`config.mk`:
```
export PLATFORM = sky130hd
export DESIGN_NAME = keypad_scanner
export DESIGN_NICKNAME = d
export VERILOG_FILES = /design/src/rtl/keypad_scanner_pkg.sv /design/src/rtl/scan_tick_gen.sv /design/src/rtl/keypad_scanner.sv
export SDC_FILE = /design/constraint.sdc
export NUM_CORES = 1
export LEC_CHECK = 0
export ABC_AREA = 1
export BUFFER_PORTS_ARGS = -buffer_cell sky130_fd_sc_hd__buf_2
export CAP_MARGIN = 30
export CORE_ASPECT_RATIO = 0.9
export CORE_MARGIN = 2
export CORE_UTILIZATION = 37
export CTS_BUF_LIST = sky130_fd_sc_hd__clkbuf_16
export CTS_CLUSTER_DIAMETER = 200
export CTS_CLUSTER_SIZE = 10
export DETAILED_ROUTE_END_ITERATION = 7
export GPL_TIMING_DRIVEN = 1
export RECOVER_POWER = 50
export SETUP_SLACK_MARGIN = 0.05
export SLEW_MARGIN = 20
export SYNTH_ARGS = -nofsm -noshare
export SYNTH_HDL_FRONTEND = slang
export SYNTH_SLANG_ARGS = --single-unit
```
`constraint.sdc`:
```
create_clock -name clock -period 2.69 [get_ports clock]
set_clock_uncertainty 0.15 [all_clocks]
set_input_delay 0.4035 -clock clock [delete_from_list [all_inputs] [get_ports clock]]
set_output_delay 0.4035 -clock clock [all_outputs]
set_load 0.02 [all_outputs]
```
`src/rtl/keypad_scanner_pkg.sv`:
```
// Shared types and constants for the 4x4 keypad scanner: FSM encoding,
// key map and the row-priority helper.
package keypad_scanner_pkg;

  typedef enum logic [1:0] {
    SCAN     = 2'd0,
    DEBOUNCE = 2'd1,
    HELD     = 2'd2
  } scan_state_e;

  localparam int DEFAULT_TICK_DIV = 100_000;

  // Indexed {row_idx, col_idx}; entry 0 is row 0 / column 0.
  localparam logic [15:0][3:0] KEY_MAP = {
    4'hD, 4'hE, 4'hF, 4'h0,
    4'hC, 4'h9, 4'h8, 4'h7,
    4'hB, 4'h6, 4'h5, 4'h4,
    4'hA, 4'h3, 4'h2, 4'h1
  };

  function automatic logic [1:0] lowest_low_row(input logic [3:0] rows);
    logic [1:0] idx;
    idx = 2'd0;
    for (int i = 3; i >= 0; i--) begin
      if (!rows[i]) idx = 2'(i);
    end
    return idx;
  endfunction

endpackage

```
`src/rtl/scan_tick_gen.sv`:
```
// Free-running divider producing a one-clock tick every TICK_DIV clocks.
// Shared between the keypad scanner and the display multiplexer.
module scan_tick_gen #(
  parameter int TICK_DIV = 100_000
) (
  input  logic clock,
  input  logic rst_n,
  output logic tick
);

  localparam int CW = (TICK_DIV > 2) ? $clog2(TICK_DIV) : 1;
  localparam logic [CW-1:0] LAST = CW'(TICK_DIV - 1);

  logic [CW-1:0] cnt_q, cnt_d;

  always_comb begin
    cnt_d = (cnt_q == LAST) ? '0 : cnt_q + 1'b1;
  end

  always_ff @(posedge clock or negedge rst_n) begin
    if (!rst_n) cnt_q <= '0;
    else        cnt_q <= cnt_d;
  end

  assign tick = (cnt_q == LAST);

endmodule

```
`src/rtl/keypad_scanner.sv`:
```
// 4x4 matrix keypad scanner: one active-low column at a time, debounced
// press/release, hex code presented once per press.
// Handshake: key_valid stays high with key_code stable until a cycle with
// key_ack = 1; key_ack is ignored while key_valid = 0.
module keypad_scanner
  import keypad_scanner_pkg::*;
#(
  parameter int TICK_DIV       = DEFAULT_TICK_DIV,
  parameter int DEBOUNCE_TICKS = 4
) (
  input  logic       clock,
  input  logic       rst_n,
  input  logic [3:0] row,
  output logic [3:0] col,
  output logic [3:0] key_code,
  output logic       key_valid,
  input  logic       key_ack,
  output logic       key_held,
  output logic       overrun
);

  localparam logic [3:0] DEB_N = 4'(DEBOUNCE_TICKS);

  logic        tick;
  logic [3:0]  row_meta_q, row_sync_q;
  scan_state_e state_q, state_d;
  logic [1:0]  col_idx_q, col_idx_d, row_idx_q, row_idx_d, next_col;
  logic [3:0]  count_q, count_d, count_inc, col_q, col_d;
  logic        key_held_q, key_held_d, accept_q, accept_d;
  logic [3:0]  accept_code_q, accept_code_d, key_code_q, key_code_d;
  logic        key_valid_q, key_valid_d, overrun_q, overrun_d;

  scan_tick_gen #(.TICK_DIV(TICK_DIV)) u_tick (
    .clock (clock),
    .rst_n (rst_n),
    .tick  (tick)
  );

  assign next_col  = col_idx_q + 2'd1;
  assign count_inc = count_q + 4'd1;

  always_comb begin
    state_d       = state_q;
    col_idx_d     = col_idx_q;
    row_idx_d     = row_idx_q;
    count_d       = count_q;
    col_d         = col_q;
    key_held_d    = key_held_q;
    accept_d      = 1'b0;
    accept_code_d = accept_code_q;
    if (tick) begin
      case (state_q)
        SCAN: begin
          if (row_sync_q != 4'hF) begin
            row_idx_d = lowest_low_row(row_sync_q);
            if (DEBOUNCE_TICKS == 1) begin
              accept_d      = 1'b1;
              accept_code_d = KEY_MAP[{lowest_low_row(row_sync_q), col_idx_q}];
              count_d       = 4'd0;
              key_held_d    = 1'b1;
              state_d       = HELD;
            end else begin
              count_d = 4'd1;
              state_d = DEBOUNCE;
            end
          end else begin
            col_idx_d = next_col;
            col_d     = ~(4'b0001 << next_col);
          end
        end
        DEBOUNCE: begin
          if (!row_sync_q[row_idx_q]) begin
            if (count_inc == DEB_N) begin
              accept_d      = 1'b1;
              accept_code_d = KEY_MAP[{row_idx_q, col_idx_q}];
              count_d       = 4'd0;
              key_held_d    = 1'b1;
              state_d       = HELD;
            end else begin
              count_d = count_inc;
            end
          end else begin
            count_d   = 4'd0;
            state_d   = SCAN;
            col_idx_d = next_col;
            col_d     = ~(4'b0001 << next_col);
          end
        end
        HELD: begin
          // Release is debounced the same way as the press.
          if (row_sync_q[row_idx_q]) begin
            if (count_inc == DEB_N) begin
              count_d    = 4'd0;
              key_held_d = 1'b0;
              state_d    = SCAN;
              col_idx_d  = next_col;
              col_d      = ~(4'b0001 << next_col);
            end else begin
              count_d = count_inc;
            end
          end else begin
            count_d = 4'd0;
          end
        end
        default: state_d = SCAN;
      endcase
    end
  end

  always_comb begin
    key_code_d  = key_code_q;
    key_valid_d = key_valid_q;
    overrun_d   = overrun_q;
    if (accept_q) begin
      if (!key_valid_q || key_ack) begin
        key_code_d  = accept_code_q;
        key_valid_d = 1'b1;
      end else begin
        overrun_d = 1'b1;
      end
    end else if (key_valid_q && key_ack) begin
      key_valid_d = 1'b0;
      overrun_d   = 1'b0;
    end
  end

  always_ff @(posedge clock or negedge rst_n) begin
    if (!rst_n) begin
      row_meta_q    <= 4'hF;
      row_sync_q    <= 4'hF;
      state_q       <= SCAN;
      col_idx_q     <= 2'd0;
      row_idx_q     <= 2'd0;
      count_q       <= 4'd0;
      col_q         <= 4'b1110;
      key_held_q    <= 1'b0;
      accept_q      <= 1'b0;
      accept_code_q <= 4'd0;
      key_code_q    <= 4'd0;
      key_valid_q   <= 1'b0;
      overrun_q     <= 1'b0;
    end else begin
      row_meta_q    <= row;
      row_sync_q    <= row_meta_q;
      state_q       <= state_d;
      col_idx_q     <= col_idx_d;
      row_idx_q     <= row_idx_d;
      count_q       <= count_d;
      col_q         <= col_d;
      key_held_q    <= key_held_d;
      accept_q      <= accept_d;
      accept_code_q <= accept_code_d;
      key_code_q    <= key_code_d;
      key_valid_q   <= key_valid_d;
      overrun_q     <= overrun_d;
    end
  end

  assign col       = col_q;
  assign key_code  = key_code_q;
  assign key_valid = key_valid_q;
  assign key_held  = key_held_q;
  assign overrun   = overrun_q;

endmodule

```
[After elaboration in Yosys (flattened, before gate mapping)]
Memory sizes are Yosys's and may differ from the RTL's. A register that Yosys moved wholly into a read port is not among the register bits.
Index checks and enable logic that the tools add are counted.
Operators by class
  add/sub/neg operators: 3
  $lt $le $gt $ge: 1
  eq/ne operators: 15
  shift-type cells: 1
  mux-type cells: 42
  bitwise logic cells: 2
  reduce and logical (&&, ||, !) cells: 17
Operator list (count)
  2-to-1 mux 4 bit: 8
  2-to-1 mux 2 bit: 13
  one-hot mux 4 bit (3 select lines): 2
  adder 17 x 1 -> 17 bit (second input constant): 1
  == test 17 bit (second input constant): 1
  2-to-1 mux 17 bit: 1
  inequality test 2 bit (second input constant): 8
  2-to-1 mux 1 bit: 14
  one-hot mux 2 bit (3 select lines): 2
  AND reduction 6 bit: 2
  AND reduction 2 bit: 3
  AND reduction 3 bit: 2
  AND reduction 5 bit: 1
  adder 4 x 1 -> 4 bit (second input constant): 1
  == test 4 x 3 -> 1 bit (second input constant): 1
  inequality test 4 bit (second input constant): 1
  inverter 4 bit: 1
  AND reduction 4 bit: 1
  nonzero test 2 bit: 2
  << shifter 1 x 2 -> 4 bit (first input constant): 1
  < comparator 2 x 3 -> 1 bit (second input constant): 1
  inequality test 3 bit (second input constant): 1
  nonzero test 3 bit: 1
  adder 2 x 1 -> 2 bit (second input constant): 1
  10 further kinds: 11
Storage, ports and cells
  flip-flop bits (word level): 47
  ROM bits: 64
  bits of input ports: 7
  logic and storage cells: 95
  memories kept: 1
Memories
  (no name shown): words 16, width 4, read ports 1, clocked after Yosys merged registers in 1, write ports 0, line keypad_scanner.sv:75  | accept_code_d = KEY_MAP[{row_idx_q, col_idx_q}];

[Logic depth before layout (Yosys ltp)]
Gate-level depths: netlist of the first run.
  depth in word-level cells: 6
  depth in mapped cells: 11
  gate-level depth less buffers: 11

[By module]
A second synthesis of the first run with hierarchy kept.
Second synthesis, totals
  cells, all modules: 335
  area, all modules: 2780.2 um^2
By module, submodules not included
  keypad_scanner: instances 1, cells an instance 197, area an instance 1755.4 um^2, sequential area each 864.6 um^2
  scan_tick_gen: instances 1, cells an instance 138, area an instance 1024.7 um^2, sequential area each 425.4 um^2

[Least setup slack after synthesis of the first run]
OpenSTA, ideal clock, no wires.
  path kind: register to register
  start: register col_idx_q[0]
  end: register accept_code_q[1]
  arrival: 1.434 ns
  setup slack: 0.986 ns
  cell stages (with the launch flop): 8
  path buffers: 0
  cell sequence: dfrtp_1 > inv_1 > ha_1 > or2_2 > o211ai_1 > nand2_1 > o21ai_0 > inv_1
RTL lines
  start: declaration: line keypad_scanner.sv:27  | logic [1:0] col_idx_q, col_idx_d, row_idx_q, row_idx_d, next_col;
  start signal: assignment: line keypad_scanner.sv:146  | col_idx_q <= col_idx_d;
  end: declaration: line keypad_scanner.sv:30  | logic [3:0] accept_code_q, accept_code_d, key_code_q, key_code_d;

[Worst setup path in the final report of the first run]
  start: register count_q[0]
  end: register col_idx_q[1]
Between the ends
  word-level cells in the longest chain between the ends: 4
RTL lines
  start: declaration: line keypad_scanner.sv:28  | logic [3:0] count_q, count_d, count_inc, col_q, col_d;
  start signal: assignment: line keypad_scanner.sv:148  | count_q <= count_d;
  adder 4 x 1 -> 4 bit: line keypad_scanner.sv:40  | assign count_inc = count_q + 4'd1;
  == test 4 x 3 -> 1 bit: line keypad_scanner.sv:92  | if (count_inc == DEB_N) begin
  inequality test 2 bit (no source line)
  AND reduction 6 bit (no source line)
No other way between the ends.
A chain may end at the register's enable or synchronous reset.

==> results of run 1 <==
-- flip-flops by register name (all words and copies together) (netlist names) --
signal,count
col_idx_q,2
row_meta_q,4
key_held,1
accept_q,1
u_tick.cnt_q,17
col,4
row_idx_q,2
count_q,4
key_valid,1
state_q,2
accept_code_q,4
overrun,1
row_sync_q,4
key_code,4
-- area by class of cell --
type | instances | area share, %
inverters | 58 | 6.97
well taps | 93 | 3.72
repair buffers | 18 | 2.88
clock buffers | 6 | 4.81
clock inverters | 2 | 0.240
multi-input cells | 225 | 40.1
flip-flops and latches | 51 | 41.3
-- path summary, 6_finish.rpt --
check | cells after the start | slack [ns] | to
setup / recovery | 8 | 0.83 | col_idx_q[1]
hold / removal | 1 | 0.07 | row_meta_q[2]
setup reg to reg | 8 | 0.83 | col_idx_q[1]
hold reg to reg | 0 | 0.21 | row_sync_q[2]
max in group asynchronous | 2 | 1.33 | key_code[0]
min in group asynchronous | 2 | 0.31 | u_tick.cnt_q[13]
-- layout by cell type, fill, tap and decap left out, types with 7 or more instances in the layout --
cell type | Yosys | final
inv_1 | 52 | 54
nor2_1 | 28 | 28
nor3_1 | 7 | 7
nand4_1 | 8 | 8
a21oi_1 | 8 | 8
dfrtp_1 | 40 | 40
nand3_1 | 20 | 20
xor2_1 | 7 | 7
ha_1 | 13 | 13
o21ai_0 | 10 | 10
nand2_1 | 91 | 91
buf_2 | 1 | 17
dfstp_2 | 11 | 11
-- logic make-up (layout without fill, tap and decap cells) --
logic type / count (synthesis) / count (layout) / share of synthesized area (%)
compound gates: 28 / 28 / 5.70
fa+ha+maj: 13 / 13 / 5.88
flops: 51 / 51 / 46.7
mux: 2 / 2 / 0.814
xor+xnor: 8 / 8 / 2.53
simple gates: 174 / 174 / 30.4
buf+inv: 59 / 84 / 8.05
-- power breakdown --
group	switching [mW]	internal, mW
combinational	0.0191	0.00535
sequential	0.00312	0.778
clock	0.258	0.395
total	0.280	1.18
-- through the flow --
| stage | cell area (um^2) | utilization, % | instances |
|---|---|---|---|
| after floorplan | 2770 | - | 335 |
| after global placement | 2970 | 41.5 | 445 |
| after detailed placement | 2970 | 41.5 | 445 |
| after CTS | 3130 | 43.7 | 453 |
| after global routing | 3120 | 43.7 | 453 |
| final | 3120 | 43.7 | 453 |
-- routing by layer --
metal  global-route usage [%]  vias up
met5                        0        -
met4                     5.93        0
met3                     2.55        7
met2                     21.7       23
met1                     19.7      923
li1                         -     1092
-- worst max-delay path, stage by stage, from the launching register on --
cell,delay (ns)
dfrtp_1,0.42
ha_1,0.22
xor2_1,0.19
nand3_1,0.25
nand2_1,0.12
nand2_1,0.12
nor2_4,0.18
nand2_1,0.07
nand2_1,0.08
==> flow_summary.yaml, run 1 <==
outcome:
  outcome: "complete, no violations"
synthesis:
  syn_area_per_cell_um2: 8.25
  seq_area_frac_synth_pct: 46.7
  synth_edf_count: 0
  synth_cell_types: 29
  synth_most_common_cell: "nand2_1"
  synth-async-reset-ratio_pct: 100
  syn_area_um2: 2770
  syn_inst: 335
  synth_area_leaders: "dfrtp_1, nand2_1, dfstp_2, inv_1, ha_1"
  yosysTopAreaCell: "dfrtp_1"
  ys_ff_latch: 51
  yosysWarnings: 0
  synth_commonest_cells: "nand2_1, inv_1, dfrtp_1"
  syn-num-nets: 355
  yosys_most_used_dff: "dfrtp_1"
  synth.top_cell.area_share_pct: 36.2
global_route:
  overflow: 0
  grt_max_degree: 52
  grt_pass1_wl_um: 9120
  grt_pass1_vias: 2007
  grt_use_total_pct: 14.2
  grt_antenna_before_repair: 0
sta:
  finalCriticalPeriod_ns: 1.86
  final_hold_viol_count: 0
  worstMarginPinSlew_ns: 1.24
  layout_setup_ws_ns: 0.828
  slew_headroom_pct: 17.6
  slew_violations: 0
  hold-worst-slack_ns: 0.0654
  setup_tns_ns: 0
  max_freq_mhz: 537
  rsz0062_at_grt: "no"
  setup_viol: 0
  period_share_pct: 69.2
clock_tree:
  cts-root-buf: "clkbuf_16"
  path_clk_slew_ns: 0.06
  cts.htree.levels: 2
  tritoncts: "yes"
  hold_buffers: 0
  clock_latency_ns: 0.28
  cts_resized: 0
  postCtsSetupRepairBufs: 0
  cts.sinks: 51
  cts_max_path_buffers: 2
  cts_buffers: 5
drt:
  via_per_inst: 4.51
  drtAntennaViolNets: 0
  first_pass_iters: 4
  met3WireLength_um: 137
  drtIter0Drc: 90
  route.met2.wl_um: 2230
  wirelength_met1_um: 2580
  drc: 0
  drt_wl_total_um: 5030
  num_vias: 2045
  highest_layer: "met4"
  wl_per_cell_um: 11.1
cells_and_area:
  drive_gt1_share_pct: 17.2
  fin_nets: 379
  fillers: 700
  seq_area_um2: 1290
  syn_to_final_growth_pct: 13.0
  multiInputGateArea_um2: 1250
  antenna_cells: 0
placement:
  hpwl_um: 3820
  portBuffers: 17
  place_ws_ns: 0.837
  place_congestion: 0.889
power:
  powerDensity_nw_per_um2: 467
  leakagePower_nw: 1.68
  vdd_drop_max_v: 0.000315
  finalPower_mw: 1.46
critical_path:
  crit_arrival_ns: 1.93
  crit_start: "count_q[0]"
  cp-end-kind: "flip-flop"
  crit_required_ns: 2.76
  r2r-start: "count_q[0]"
  cp_max_fo: 7
  crit_path_start_kind: "flip-flop"
  worst-setup-path-type: "reg2reg"
die:
  start_util_pct: 38.7
  die_y_um: 86.0
  die_area_um2: 8180
  die_w_um: 95.1
  ioPinCount: 18
  fp-row-count: 29
  design.core.area_um2: 7150
hold_path:
  hold_class: "in2reg"
  min_from: "row[2]"
job:
  max-cap-violations: 0
Note: power is estimated with default switching activity, not from simulation.
==> run 2, diff against run 1 <==
Clock period 2.69 ns to 1.8 ns, I/O delays scaled along.
==> flow_summary.yaml, run 2 (synthesis results as in run 1) <==
sta:
  period_share_pct: 93.3
  setup_viol: 0
  hold-worst-slack_ns: 0.111
  max_freq_mhz: 595
  slew_headroom_pct: 54.3
  worstMarginPinSlew_ns: 0.686
  rsz0062_at_grt: "yes"
  finalCriticalPeriod_ns: 1.68
  slew_violations: 0
  final_hold_viol_count: 0
die:
  die_w_um: 95.1
  die_y_um: 86.0
  ioPinCount: 18
  start_util_pct: 38.7
  fp-row-count: 29
  die_area_um2: 8180
  design.core.area_um2: 7150
global_route:
  grt_antenna_before_repair: 0
  overflow: 0
  grt_use_total_pct: 13.9
  grt_max_degree: 52
  grt_pass1_wl_um: 8980
  grt_pass1_vias: 1971
cells_and_area:
  fin_nets: 401
  final_util_pct: 48.3
  final_cell_mix: "nand2_1, inv_1, dfrtp_1"
  fillers: 655
  syn_to_final_growth_pct: 24.9
  antenna_cells: 0
  fin_cells: 475
  largest_register: "u_tick.cnt_q"
  drive_gt1_share_pct: 27.5
  final_area_um2: 3450
  largest_register_ffs: 17
  final_common_cell: "nand2_1"
hold_path:
  whs_path_depth: 4
  min_from: "key_ack"
  min_to: "overrun"
  hold_class: "in2reg"
critical_path:
  r2r-start: "u_tick.cnt_q[0]"
  cp_max_fo: 6
  r2r_slack_ns: 0.12
  crit_path_start_kind: "flip-flop"
  cpPeakStageDelay_ns: 0.39
  crit_chain: "ha_4 > nand2_2 > nor2_4 > nand3_4 > nor2_8 > nand3_4 > inv_2 > nand2_4 > nand2_1 > nand2_1"
  worst_path_max_delay_cell: "dfrtp_1"
  rr_worst_depth: 10
  cp-end-kind: "flip-flop"
  crit_arrival_ns: 1.71
  worst-setup-path-type: "reg2reg"
  r2r-end: "col[0]"
  crit_required_ns: 1.83
drt:
  first_pass_iters: 4
  drtIter0Drc: 127
  drt_wl_total_um: 5460
  wl_per_cell_um: 11.5
  drtAntennaViolNets: 0
  num_vias: 2185
  via_per_inst: 4.60
  drc: 0
job:
  max-cap-violations: 0
power:
  vdd_drop_max_v: 0.000567
  powerDensity_nw_per_um2: 695
  leakagePower_nw: 1.80
placement:
  portBuffers: 17
  placedInstanceArea_um2: 3040
  place_congestion: 0.865
  placed_cells: 453
  hpwl_um: 3860
clock_tree:
  cts_buffers: 5
  path_clk_slew_ns: 0.07
  clock_latency_ns: 0.28
  tritoncts: "yes"
  cts.sinks: 51
  cts.htree.levels: 2
  cts-root-buf: "clkbuf_16"
  cts_max_path_buffers: 2
outcome:
  outcome: "complete, no violations"
run 2: cell types whose count changed in the layout (fill, tap and decap cells not counted), moves of 3 or more:
cell,previous run,this run
buf_4,0,17
dlygate4sd3_1,0,5
ha_1,13,8
ha_4,0,3
inv_1,54,50
inv_2,6,9
nand2_1,91,85
nand2_2,5,10
nor2_1,28,23
nor2_2,2,6
run 2: area by class of cell:
cell class              count  area (um^2)  share of cell area [%]
inverters                  58          218                    6.30
repair buffers             40          270                    7.82
multi-input cells         225         1370                    39.6
flip-flops and latches     51         1290                    37.4
clock inverters             3         63.8                    1.85
clock buffers               5          125                    3.62
well taps                  93          116                    3.37
run 2: routing by layer:
metal | wire [um] | GRT usage, % | vias to the layer above
li1 | - | - | 1138
met1 | 2720 | 20.5 | 1009
met2 | 2480 | 20.4 | 34
met3 | 209 | 2.90 | 4
met4 | 53 | 4.35 | 0
met5 | 0 | 0 | -
run 2: repair_timing:
| item | CTS | global route |
|---|---|---|
| resized for setup | 2 | 31 |
| hold buffers | 5 | 0 |
| hold endpoints to repair | 44 | 0 |
| setup endpoints to repair | 4 | 18 |
| cloned | 0 | 0 |
| setup buffers | 1 | 8 |
| pin swaps | 1 | 9 |
run 2: critical path, delay by kind of cell, from the launching register on:
kind	cells	cell delay (ns)
buffers and inverters	1	0.08
adders and majority gates	1	0.16
DFF	1	0.39
and+or+nand+nor	8	0.81
run 2: where the power goes:
part / total, mW / switching (mW) / internal (mW)
registers: 1.17 / 0.00484 / 1.16
clock network: 1.19 / 0.397 / 0.791
logic: 0.0460 / 0.0300 / 0.0160
run 2: worst max-delay path by stage:
| stage | to | from | slack (ns) | cells after the start |
|---|---|---|---|---|
| 2_1_floorplan | accept_code_q[1] | col_idx_q[0] | 0.1 | 7 |
| 3_3_place_gp | accept_code_q[3] | u_tick.cnt_q[0] | 0.05 | 10 |
| 3_5_place_dp | accept_code_q[3] | u_tick.cnt_q[0] | 0.04 | 10 |
| 4_1_cts | col[0] | count_q[0] | 0.05 | 7 |
| 5_1_grt | count_q[0] | row_idx_q[1] | -0.03 | 7 |
| 6_report | col[0] | u_tick.cnt_q[0] | 0.12 | 10 |
run 2: per-stage QoR:
stage / setup slack, ns / TNS [ns] / total power [mW]
floorplan: 0.0963 / 0 / 1.19
global placement: 0.0525 / 0 / 1.23
detailed placement: 0.0396 / 0 / 1.23
CTS: 0.0542 / 0 / 2.44
global route: -0.0299 / -0.0299 / 2.50
finish: 0.121 / 0 / 2.40
